--- src/rtl/fetch_pkg.sv ---
// rtl/fetch_pkg.sv - shared constants and types for the instruction-fetch sequencer
// Holds the FSM state encoding, the default PC width, the wait/flush counter
// width and the legal ranges of the latency/flush parameters, plus helpers
// that turn a parameter into a counter preload value.
package fetch_pkg;

  localparam int FETCH_PC_W       = 32;
  localparam int CNT_W            = 4;

  localparam int IMEM_LAT_MIN     = 0;
  localparam int IMEM_LAT_MAX     = 15;
  localparam int FLUSH_CYCLES_MIN = 1;
  localparam int FLUSH_CYCLES_MAX = 7;

  typedef enum logic [2:0] {
    ST_BOOT     = 3'd0,
    ST_FETCH    = 3'd1,
    ST_WAIT     = 3'd2,
    ST_REDIRECT = 3'd3,
    ST_FLUSH    = 3'd4
  } fetch_state_t;

  // Keeps an out-of-range parameter inside the range the counters can express.
  function automatic int clamp_int(input int v, input int lo, input int hi);
    if (v < lo) return lo;
    if (v > hi) return hi;
    return v;
  endfunction

  // Counter preload for a phase of `total` cycles of which `consumed` are
  // spent before the counter starts counting; the counter exits at zero.
  function automatic logic [CNT_W-1:0] cnt_preload(input int total, input int consumed);
    if (total > consumed) return CNT_W'(total - consumed);
    return '0;
  endfunction

endpackage

--- src/rtl/ctrl_down_cnt.sv ---
// rtl/ctrl_down_cnt.sv - loadable down-counter with zero flag
// Ports:
//   clk, rst      clock, synchronous active-high reset (count -> 0)
//   load,load_val load takes priority over decrement
//   dec           decrement by one, saturating at zero
//   zero          count is currently zero
module ctrl_down_cnt
  import fetch_pkg::*;
(
  input  logic             clk,
  input  logic             rst,
  input  logic             load,
  input  logic [CNT_W-1:0] load_val,
  input  logic             dec,
  output logic             zero
);

  logic [CNT_W-1:0] count;

  always_ff @(posedge clk) begin
    if (rst) begin
      count <= '0;
    end else if (load) begin
      count <= load_val;
    end else if (dec && (count != '0)) begin
      count <= count - CNT_W'(1);
    end
  end

  assign zero = (count == '0);

endmodule

--- src/rtl/fetch_ctrl.sv ---
// rtl/fetch_ctrl.sv - instruction-fetch sequencing controller
// Decides each cycle whether the PC advances, whether the next-PC mux takes
// the latched branch target, and whether IF/ID is written or flushed.
// Optional macro FETCH_PERF_CNT_EN adds stall_cnt / redirect_cnt outputs.
// Ports:
//   clk, rst           clock, synchronous active-high reset
//   lw_hazard          load-use stall request from ID
//   branch_taken       resolved taken branch, sampled every cycle
//   branch_PC          branch target, valid with branch_taken
//   pc_write           PC register load enable
//   mux_ctrl           next-PC select (1 = redirect_PC, 0 = PC+1)
//   redirect_PC        latched branch target
//   if_id_write        IF/ID load enable
//   if_id_flush        IF/ID clear
//   fetch_valid        instruction-memory output is a valid fetch
//   stall_cnt          (FETCH_PERF_CNT_EN) load-use stall cycles
//   redirect_cnt       (FETCH_PERF_CNT_EN) entries into redirect
module fetch_ctrl
  import fetch_pkg::*;
#(
  parameter int PC_W         = FETCH_PC_W,
  parameter int IMEM_LAT     = 0,
  parameter int FLUSH_CYCLES = 1
) (
  input  logic            clk,
  input  logic            rst,
  input  logic            lw_hazard,
  input  logic            branch_taken,
  input  logic [PC_W-1:0] branch_PC,
  output logic            pc_write,
  output logic            mux_ctrl,
  output logic [PC_W-1:0] redirect_PC,
  output logic            if_id_write,
  output logic            if_id_flush,
  output logic            fetch_valid
`ifdef FETCH_PERF_CNT_EN
  ,
  output logic [31:0]     stall_cnt,
  output logic [31:0]     redirect_cnt
`endif
);

  localparam int IMEM_LAT_C     = clamp_int(IMEM_LAT, IMEM_LAT_MIN, IMEM_LAT_MAX);
  localparam int FLUSH_CYCLES_C = clamp_int(FLUSH_CYCLES, FLUSH_CYCLES_MIN, FLUSH_CYCLES_MAX);

  // The FETCH cycle is the first of the IMEM_LAT+1 cycles of a fetch, and the
  // REDIRECT cycle is the first of the FLUSH_CYCLES flush cycles.
  localparam logic [CNT_W-1:0] WAIT_PRELOAD  = cnt_preload(IMEM_LAT_C, 1);
  localparam logic [CNT_W-1:0] FLUSH_PRELOAD = cnt_preload(FLUSH_CYCLES_C, 2);

  fetch_state_t state_q;
  fetch_state_t state_d;
  logic         capture;
  logic         wait_load;
  logic         wait_zero;
  logic         flush_load;
  logic         flush_zero;

  ctrl_down_cnt u_wait_cnt (
    .clk      (clk),
    .rst      (rst),
    .load     (wait_load),
    .load_val (WAIT_PRELOAD),
    .dec      (state_q == ST_WAIT),
    .zero     (wait_zero)
  );

  ctrl_down_cnt u_flush_cnt (
    .clk      (clk),
    .rst      (rst),
    .load     (flush_load),
    .load_val (FLUSH_PRELOAD),
    .dec      (state_q == ST_FLUSH),
    .zero     (flush_zero)
  );

  // State register and branch-target latch
  always_ff @(posedge clk) begin
    if (rst) begin
      state_q     <= ST_BOOT;
      redirect_PC <= '0;
    end else begin
      state_q <= state_d;
      if (capture) begin
        redirect_PC <= branch_PC;
      end
    end
  end

  // Next-state logic; a taken branch outranks everything except BOOT
  always_comb begin
    state_d    = state_q;
    capture    = 1'b0;
    wait_load  = 1'b0;
    flush_load = 1'b0;
    case (state_q)
      ST_BOOT: begin
        state_d = ST_FETCH;
      end
      ST_FETCH: begin
        if (branch_taken) begin
          capture = 1'b1;
          state_d = ST_REDIRECT;
        end else if (lw_hazard) begin
          state_d = ST_FETCH;
        end else if (IMEM_LAT_C > 0) begin
          wait_load = 1'b1;
          state_d   = ST_WAIT;
        end
      end
      ST_WAIT: begin
        if (branch_taken) begin
          capture = 1'b1;
          state_d = ST_REDIRECT;
        end else if (wait_zero) begin
          state_d = ST_FETCH;
        end
      end
      ST_REDIRECT: begin
        if (branch_taken) begin
          capture = 1'b1;
          state_d = ST_REDIRECT;
        end else if (FLUSH_CYCLES_C == 1) begin
          state_d = ST_FETCH;
        end else begin
          flush_load = 1'b1;
          state_d    = ST_FLUSH;
        end
      end
      ST_FLUSH: begin
        if (branch_taken) begin
          capture = 1'b1;
          state_d = ST_REDIRECT;
        end else if (flush_zero) begin
          state_d = ST_FETCH;
        end
      end
      default: begin
        state_d = ST_BOOT;
      end
    endcase
  end

  // Output decode; everything is held low while reset is asserted
  always_comb begin
    pc_write    = 1'b0;
    mux_ctrl    = 1'b0;
    if_id_write = 1'b0;
    if_id_flush = 1'b0;
    fetch_valid = 1'b0;
    if (!rst) begin
      case (state_q)
        ST_FETCH: begin
          fetch_valid = 1'b1;
          pc_write    = ~lw_hazard & ~branch_taken;
          if_id_write = ~lw_hazard & ~branch_taken;
        end
        ST_REDIRECT: begin
          pc_write    = 1'b1;
          mux_ctrl    = 1'b1;
          if_id_flush = 1'b1;
        end
        ST_FLUSH: begin
          if_id_flush = 1'b1;
        end
        default: begin
        end
      endcase
    end
  end

`ifdef FETCH_PERF_CNT_EN
  // Re-captures while already in REDIRECT are not new entries
  always_ff @(posedge clk) begin
    if (rst) begin
      stall_cnt    <= '0;
      redirect_cnt <= '0;
    end else begin
      if ((state_q == ST_FETCH) && lw_hazard && !branch_taken) begin
        stall_cnt <= stall_cnt + 32'd1;
      end
      if ((state_d == ST_REDIRECT) && (state_q != ST_REDIRECT)) begin
        redirect_cnt <= redirect_cnt + 32'd1;
      end
    end
  end
`endif

endmodule

--- config.mk ---
export PLATFORM = sky130hd
export DESIGN_NAME = fetch_ctrl
export DESIGN_NICKNAME = d
export VERILOG_FILES = /design/src/rtl/fetch_pkg.sv /design/src/rtl/ctrl_down_cnt.sv /design/src/rtl/fetch_ctrl.sv
export SDC_FILE = /design/constraint.sdc
export NUM_CORES = 1
export LEC_CHECK = 0
export ABC_AREA = 1
export CORE_MARGIN = 8
export CORE_UTILIZATION = 37
export CTS_BUF_LIST = sky130_fd_sc_hd__clkbuf_2 sky130_fd_sc_hd__clkbuf_4 sky130_fd_sc_hd__clkbuf_8
export DETAILED_ROUTE_END_ITERATION = 12
export PLACE_DENSITY_LB_ADDON = 0.3
export SLEW_MARGIN = 5
export SYNTH_ARGS = -nofsm -noshare
export SYNTH_HDL_FRONTEND = slang
export SYNTH_SLANG_ARGS = --single-unit
--- constraint.sdc ---
create_clock -name clk -period 1.2 [get_ports clk]
set_clock_uncertainty 0.2 [all_clocks]
set_input_delay 0.18 -clock clk [delete_from_list [all_inputs] [get_ports clk]]
set_output_delay 0.18 -clock clk [all_outputs]
set_load 0.05 [all_outputs]
==> results.cfg, run 1 <==
[synthesis]
synth_area_per_cell_um2 = 7.75
synth-seq-cells = 38
synthDistinctLibCells = 20
netlist_instances = 186
yosys_warnings = 0
synth_nets = 223
synth_area_mm2 = 0.00144
ys_seq_area_share_pct = 52.8

[run_status]
status = did not finish
haltStage = global routing (5_1_grt)
error = [ERROR DPL-0033] detailed placement checks failed during check placement.

[cts]
clk_path_buf_depth = 2
ctsRootBufferMaster = clkbuf_8
clock_sinks = 38
cts_buffers = 5
htree_num_levels = 2

[place]
port_buffers = 72
dp_cells = 310
place_hpwl_um = 3450
place_ws_ps = -494
routabilityCongestion = 0.697
place_area_mm2 = 0.00271

[global_routing]
antenna_found_initial = 0
grt_max_degree = 36

[timing]
worst_endpoint_kind = top-level output
worstEndpointGrtRepair = pc_write

[floorplanning]
initial_core_util_pct = 38.8
die_h_um = 78.4
die_w_um = 78.4
pin_count = 73
num_rows = 22
==> metrics by stage <==
| step | utilization, % | TNS [ps] |
|---|---|---|
| floorplan | - | -450 |
| CTS | 91.4 | -11640 |
| global placement | 73.0 | -13030 |
| detailed placement | 73.0 | -14060 |
==> cells in the mapped netlist (all sizes together) <==
cell	count	share of area [%]
a21oi	5	1.7
buf	6	3.6
clkbuf	4	1.1
dfxtp	38	53
ha	1	0.87
inv	8	2.1
nand2	9	2.5
nand3	6	2.1
nand4	1	0.43
nor2	74	20
o21ai	33	12
xor2	1	0.61
==> cells by family after synthesis <==
group           synth area share (%)
simple gates                    25.0
flops                           52.8
fa+ha+maj                      0.868
compound gates                  14.0
buf+inv                         6.77
xor+xnor                       0.608
==> what timing repair did <==
item                                    CTS
pin swaps                                38
buffers inserted                         10
hold buffers                              0
gates resized for setup                 136
endpoints found under the setup margin   69
gates cloned                              6
==> inputs of run 2 (changes only) <==
--- a/config.mk
+++ b/config.mk
@@ -7,10 +7,9 @@
 export LEC_CHECK = 0
 export ABC_AREA = 1
 export CORE_MARGIN = 8
-export CORE_UTILIZATION = 37
-export CTS_BUF_LIST = sky130_fd_sc_hd__clkbuf_2 sky130_fd_sc_hd__clkbuf_4 sky130_fd_sc_hd__clkbuf_8
+export CORE_UTILIZATION = 35
 export DETAILED_ROUTE_END_ITERATION = 12
-export PLACE_DENSITY_LB_ADDON = 0.3
+export PLACE_DENSITY_LB_ADDON = 0.15
 export SLEW_MARGIN = 5
 export SYNTH_ARGS = -nofsm -noshare
 export SYNTH_HDL_FRONTEND = slang
==> constraint.sdc (replaced) <==
create_clock -name clk -period 1.56 [get_ports clk]
set_clock_uncertainty 0.2 [all_clocks]
set_input_delay 0.234 -clock clk [delete_from_list [all_inputs] [get_ports clk]]
set_output_delay 0.234 -clock clk [all_outputs]
set_load 0.05 [all_outputs]
==> run 2 against run 1 <==
Net effect:
- the flow now finishes, with violations (negative setup slack)
- synthesized cell count unchanged
- synthesized area unchanged
==> results.cfg, run 2 <==
[job]
maxCapViolCount = 0

[cells_and_area]
diodes = 0
drive_gt1_share_pct = 27.2
final_util_pct = 71.4
mostFrequentLayoutCell = nor2_1
area_delta_synth_final_pct = 96.6
final_cell_mix = 68 x nor2_1, 42 x buf_12, 36 x dfxtp_1, 32 x o21ai_0, 32 x clkdlybuf4s50_1
largest_register_ffs = 32
regMostFlops = redirect_PC
num-nets-final = 304
reg_top3 = redirect_PC (32), u_wait_cnt.count (4), state_q (2)

[setup_path]
startpoint_type = register
arrival_ps = 1180
crit_required_ps = 1130
crit_type = reg -> out
r2r_cells = 6
reg2reg_slack_ps = 70
endpoint_kind = primary output
worst_r2r_endpoint = redirect_PC[17]$_SDFFE_PP0P_
cp_max_fo = 3
regToRegStartpoint = state_q[1]$_SDFFE_PP0P_

[place]
routabilityCongestion = 0.693
place_hpwl_um = 3320
port_buffers = 72
place_ws_ps = -134

[cts]
cts_buffers = 5
clock_sinks = 38
cts_hold_buf = 0
clk_path_buf_depth = 2
ctsRootBufferMaster = clkbuf_8
tritoncts = built
htree_num_levels = 2
clk_pin_slew_worst_paths_ps = 70
clock_latency_ps = 280

[synthesis]
synth.largest_area_cell = dfxtp_1
post-synth-top-count-cell = nor2_1
synth.top_cells.by_count = 72 x nor2_1, 38 x dfxtp_1, 32 x o21ai_0
netlist_instances = 186
yosys_warnings = 0
synthTopCellsByArea = dfxtp_1 53%, nor2_1 19%, o21ai_0 11%, buf_6 2.3%, nand3_1 2.1%
synth-edff-count = 0
synth_top_area_share_pct = 52.8
synth_flop_cell = dfxtp_1
synthDistinctLibCells = 20
synth_area_mm2 = 0.00144
synth_area_per_cell_um2 = 7.75
synth_nets = 223
async_reset_ff_share_pct = 0
synth-seq-cells = 38
ys_seq_area_share_pct = 52.8

[floorplanning]
core_mm2 = 0.00397
num_rows = 23
die_w_um = 80.2
die_h_um = 80.2
dieArea_mm2 = 0.00643
pin_count = 73
initial_core_util_pct = 36.3

[run_status]
violations = negative setup slack
status = finished with violations

[timing]
worst_slack_ps = -50.4
fmax_mhz = 621
finalSetupViolCount = 4
rsz0062_at_grt = true
finalCritPeriodShare_pct = 103
tightest_slew_ps = 315
hold_violations = 0
slew_viol_final = 0
holdWs_ps = 197
period_minus_slack_ps = 1610
relSlewSlack_pct = 79.0

[power]
p_per_area_mw_per_mm2 = 919
ir_drop_mv = 0.503
p_leak_uw = 0.00116

[min_path]
min_from = rst
hold_depth = 3
hold_path.class = in -> reg
hold_path_end = state_q[1]$_SDFFE_PP0P_

[global_routing]
grt_max_degree = 36
grt_pass1_wl_um = 7000
first_global_vias = 1416
grt_usage_pct = 13.9
overflow = 0
antenna_found_initial = 0

[routing]
drc = 0
wl_per_cell_um = 14.2
routed_via_density = 4.64
routed_wl_um = 4530
vias = 1475
ant_nets = 0
first_iter_violations = 60
first_pass_iters = 4
[run 2: cell counts after synthesis]
Identical to the previous run, type by type.
[run 2: stage by stage]
step | area [µm²] | TNS, ps | std cells | total power, µW
floorplan | 1450 | -295 | 186 | 1460
global placement | 2660 | -2700 | 306 | 1910
detailed placement | 2660 | -3770 | 306 | 1920
CTS | 2800 | -83.7 | 317 | 2620
global route | 2830 | -343 | 318 | 2730
finish | 2830 | -148 | 318 | 2600
[run 2: layout make-up]
class,instances,area [µm²]
Multi-Input combinational cell,130,639
Clock inverter,1,5.00
Inverter,8,32.5
Sequential cell,38,768
Tap cell,50,62.6
Timing Repair Buffer,84,1240
Fill cell,313,1140
Clock buffer,7,86.3
[run 2: routing by layer]
metal  vias up  GRT usage, %  routed length (µm)  share of wire (%)
met4         0          4.36                  53                1.2
met1       671          15.8                1850                 41
met2        43          24.0                2300                 51
met5         -             0                   0                  0
li1        755             -                   -                  -
met3         6          4.35                 325                7.2
[run 2: timing repair]
| action | CTS | global route |
|---|---|---|
| setup buffers | 3 | 1 |
| setup endpoints to repair | 5 | 30 |
| endpoints found under the hold margin | 0 | 0 |
| gates resized for setup | 16 | 4 |
| pin swaps | 4 | 3 |
[run 2: worst max-delay path, stage by stage, from the launching register on]
cell,delay (ps)
dfxtp_4,360
nor2_4,100
nand3_4,100
a21oi_4,160
buf_12,150
[run 2: power breakdown]
| part | internal, µW | switching (µW) | total [µW] |
|---|---|---|---|
| combinational | 410 | 397 | 807 |
| clock | 357 | 335 | 692 |
| sequential | 1030 | 70.6 | 1110 |
| total | 1800 | 803 | 2600 |
[run 2: cell families after synthesis]
group                      after synthesis  share of synthesized area, %
adders and majority gates                1                         0.868
and+or+nand+nor                         90                          25.0
xor gates and xnor gates                 1                         0.608
buffers and inverters                   18                          6.77
DFF                                     38                          52.8
AOI/OAI and AO/OA                       38                          14.0
[run 2: worst max path at each step]
stage	startpoint	end	slack, ps	cells after the start
6_report	state_q[1]$_SDFFE_PP0P_	pc_write	-50	4
5_1_grt	state_q[1]$_SDFFE_PP0P_	pc_write	-90	4
4_1_cts	state_q[1]$_SDFFE_PP0P_	pc_write	-50	4
3_5_place_dp	branch_taken	redirect_PC[11]$_SDFFE_PP0P_	-130	7
3_3_place_gp	branch_taken	pc_write	-100	5
2_1_floorplan	state_q[0]$_SDFFE_PP0P_	mux_ctrl	-190	3
(Power assumes the default switching activity.)
==> inputs of run 3 (changes only) <==
--- a/config.mk
+++ b/config.mk
@@ -7,8 +7,9 @@
 export LEC_CHECK = 0
 export ABC_AREA = 1
 export CORE_MARGIN = 8
-export CORE_UTILIZATION = 35
+export CORE_UTILIZATION = 39
 export DETAILED_ROUTE_END_ITERATION = 12
+export GPL_ROUTABILITY_DRIVEN = 1
 export PLACE_DENSITY_LB_ADDON = 0.15
 export SLEW_MARGIN = 5
 export SYNTH_ARGS = -nofsm -noshare
==> run 3 against run 2 <==
Net effect:
- the run still ends with negative setup slack left
- routed wire length fell by 10%
- critical path depth did not move
- core utilization rose by 6.0 points
- critical path type unchanged
- combinational power fell by 2%
- worst hold slack got worse by 2.2 ps
- register-to-register slack improved by 40 ps
- largest power group unchanged
- total power fell by 3.7%
==> results.cfg, run 3 (synthesized netlist as in run 2, its figures left out) <==
[place]
port_buffers = 72
dp_cells = 304
place_ws_ps = -133
place_hpwl_um = 3130
routabilityCongestion = 0.704

[floorplanning]
die_w_um = 76.8
dieArea_mm2 = 0.00590
initial_core_util_pct = 40.0
num_rows = 22
die_h_um = 76.8
pin_count = 73
core_mm2 = 0.00361

[global_routing]
grt_max_degree = 36
antenna_found_initial = 0
gr-max-usage-layer = met2
first_global_vias = 1462
grt_usage_pct = 14.3
use_met1_pct = 15.5
overflow = 0
gr-usage-met3_pct = 5.24
met2_usage_pct = 24.6
grt_pass1_wl_um = 6820

[routing]
routed_wl_um = 4060
wl_per_cell_um = 12.9
vias = 1430
routed_via_density = 4.55
first_iter_violations = 111
ant_nets = 0
drc = 0
first_pass_iters = 4

[timing]
finalCritPeriodShare_pct = 100
rsz0062_at_grt = true
fmax_mhz = 640
period_minus_slack_ps = 1560
finalSetupViolCount = 1
slew_viol_final = 0
relSlewSlack_pct = 80.3
worst_slack_ps = -2.45
holdWs_ps = 195
hold_violations = 0
tightest_slew_ps = 295

[cells_and_area]
final_cell_mix = 68 x nor2_1, 41 x buf_12, 36 x dfxtp_1, 32 x o21ai_0, 32 x clkdlybuf4s50_1
final-instance-count-excl-fill = 314
diodes = 0
reg_top3 = redirect_PC (32), u_wait_cnt.count (4), state_q (2)
largest_register_ffs = 32
num-nets-final = 303
area_delta_synth_final_pct = 93.5
mostFrequentLayoutCell = nor2_1
regMostFlops = redirect_PC
drive_gt1_share_pct = 26.3

[job]
maxCapViolCount = 0

[cts]
cts_buffers = 5
clock_sinks = 38
tritoncts = built
clock_latency_ps = 280
clk_path_buf_depth = 2
htree_num_levels = 2
cts_hold_buf = 0
ctsRootBufferMaster = clkbuf_8
clk_pin_slew_worst_paths_ps = 70

[setup_path]
cp.depth = 4
r2r_cells = 6
path_delay_family = flip-flops
crit_type = reg -> out
crit_required_ps = 1130
reg2reg_slack_ps = 110
crit_path_cell_trace = nor2_4 -> nand3_4 -> a21oi_4 -> buf_12
cp_slowest_cell = dfxtp_4
startpoint_type = register
arrival_ps = 1130
endpoint_kind = primary output
crit_buf_inv = 1
regToRegStartpoint = state_q[1]$_SDFFE_PP0P_
worst_r2r_endpoint = redirect_PC[14]$_SDFFE_PP0P_
cp_max_fo = 4
cp_slowest_stage_delay_ps = 370

[run_status]
status = finished with violations
violations = negative setup slack

[min_path]
hold_depth = 3
hold_path_end = state_q[1]$_SDFFE_PP0P_
min_from = rst
hold_path.class = in -> reg

[power]
ir_drop_mv = 0.601
p_per_area_mw_per_mm2 = 899
p_leak_uw = 0.00114
## run 3: metrics by stage
step	total power, µW	utilization (%)	instance area [µm²]	TNS [ps]
after floorplan	1460	-	1450	-295
after global placement	1900	73.3	2640	-1320
after detailed placement	1910	73.3	2640	-2090
after CTS	2530	76.5	2760	-68.9
after global routing	2640	77.3	2790	-106
final	2510	77.3	2790	-2.45
## run 3: worst max-delay path by stage
stage	startpoint	end	slack [ps]
detailed placement	rst	mux_ctrl	-130
CTS	state_q[1]$_SDFFE_PP0P_	pc_write	-60
global route	state_q[1]$_SDFFE_PP0P_	pc_write	-60
floorplan	state_q[0]$_SDFFE_PP0P_	mux_ctrl	-190
finish	state_q[1]$_SDFFE_PP0P_	pc_write	-2
global placement	rst	if_id_flush	-90
## run 3: where the power goes
group | internal (µW) | total (µW) | switching, µW | leakage, µW
Combinational | 403 | 792 | 389 | 0.000786
Clock | 307 | 609 | 302 | 0.0000383
Sequential | 1040 | 1110 | 69.9 | 0.000314
## run 3: final cells by class
| class | instances | area [µm²] |
|---|---|---|
| inverters | 8 | 30.0 |
| repair buffers | 83 | 1220 |
| fillers | 250 | 817 |
| flip-flops and latches | 38 | 768 |
| clock buffers | 7 | 76.3 |
| well taps | 48 | 60.1 |
| multi-input cells | 130 | 634 |
## run 3: layer usage
| metal | vias to the layer above | wire, µm |
|---|---|---|
| met5 | - | 0 |
| met4 | 0 | 50 |
| met3 | 7 | 276 |
| met2 | 49 | 2000 |
| met1 | 625 | 1730 |
| li1 | 749 | - |
## run 3: timing repair
| action | in CTS | in global routing |
|---|---|---|
| setup endpoints to repair | 5 | 4 |
| buffers inserted | 1 | 2 |
| pin swaps | 3 | 2 |
| resized for setup | 16 | 2 |
## run 3: worst reg2reg max path, cell delays in order, from the launching register on
cell     delay (ps)
dfxtp_4         370
buf_4           140
o21ai_4         230
inv_2           100
buf_12          160
nor2_1           90
nor2_1           50
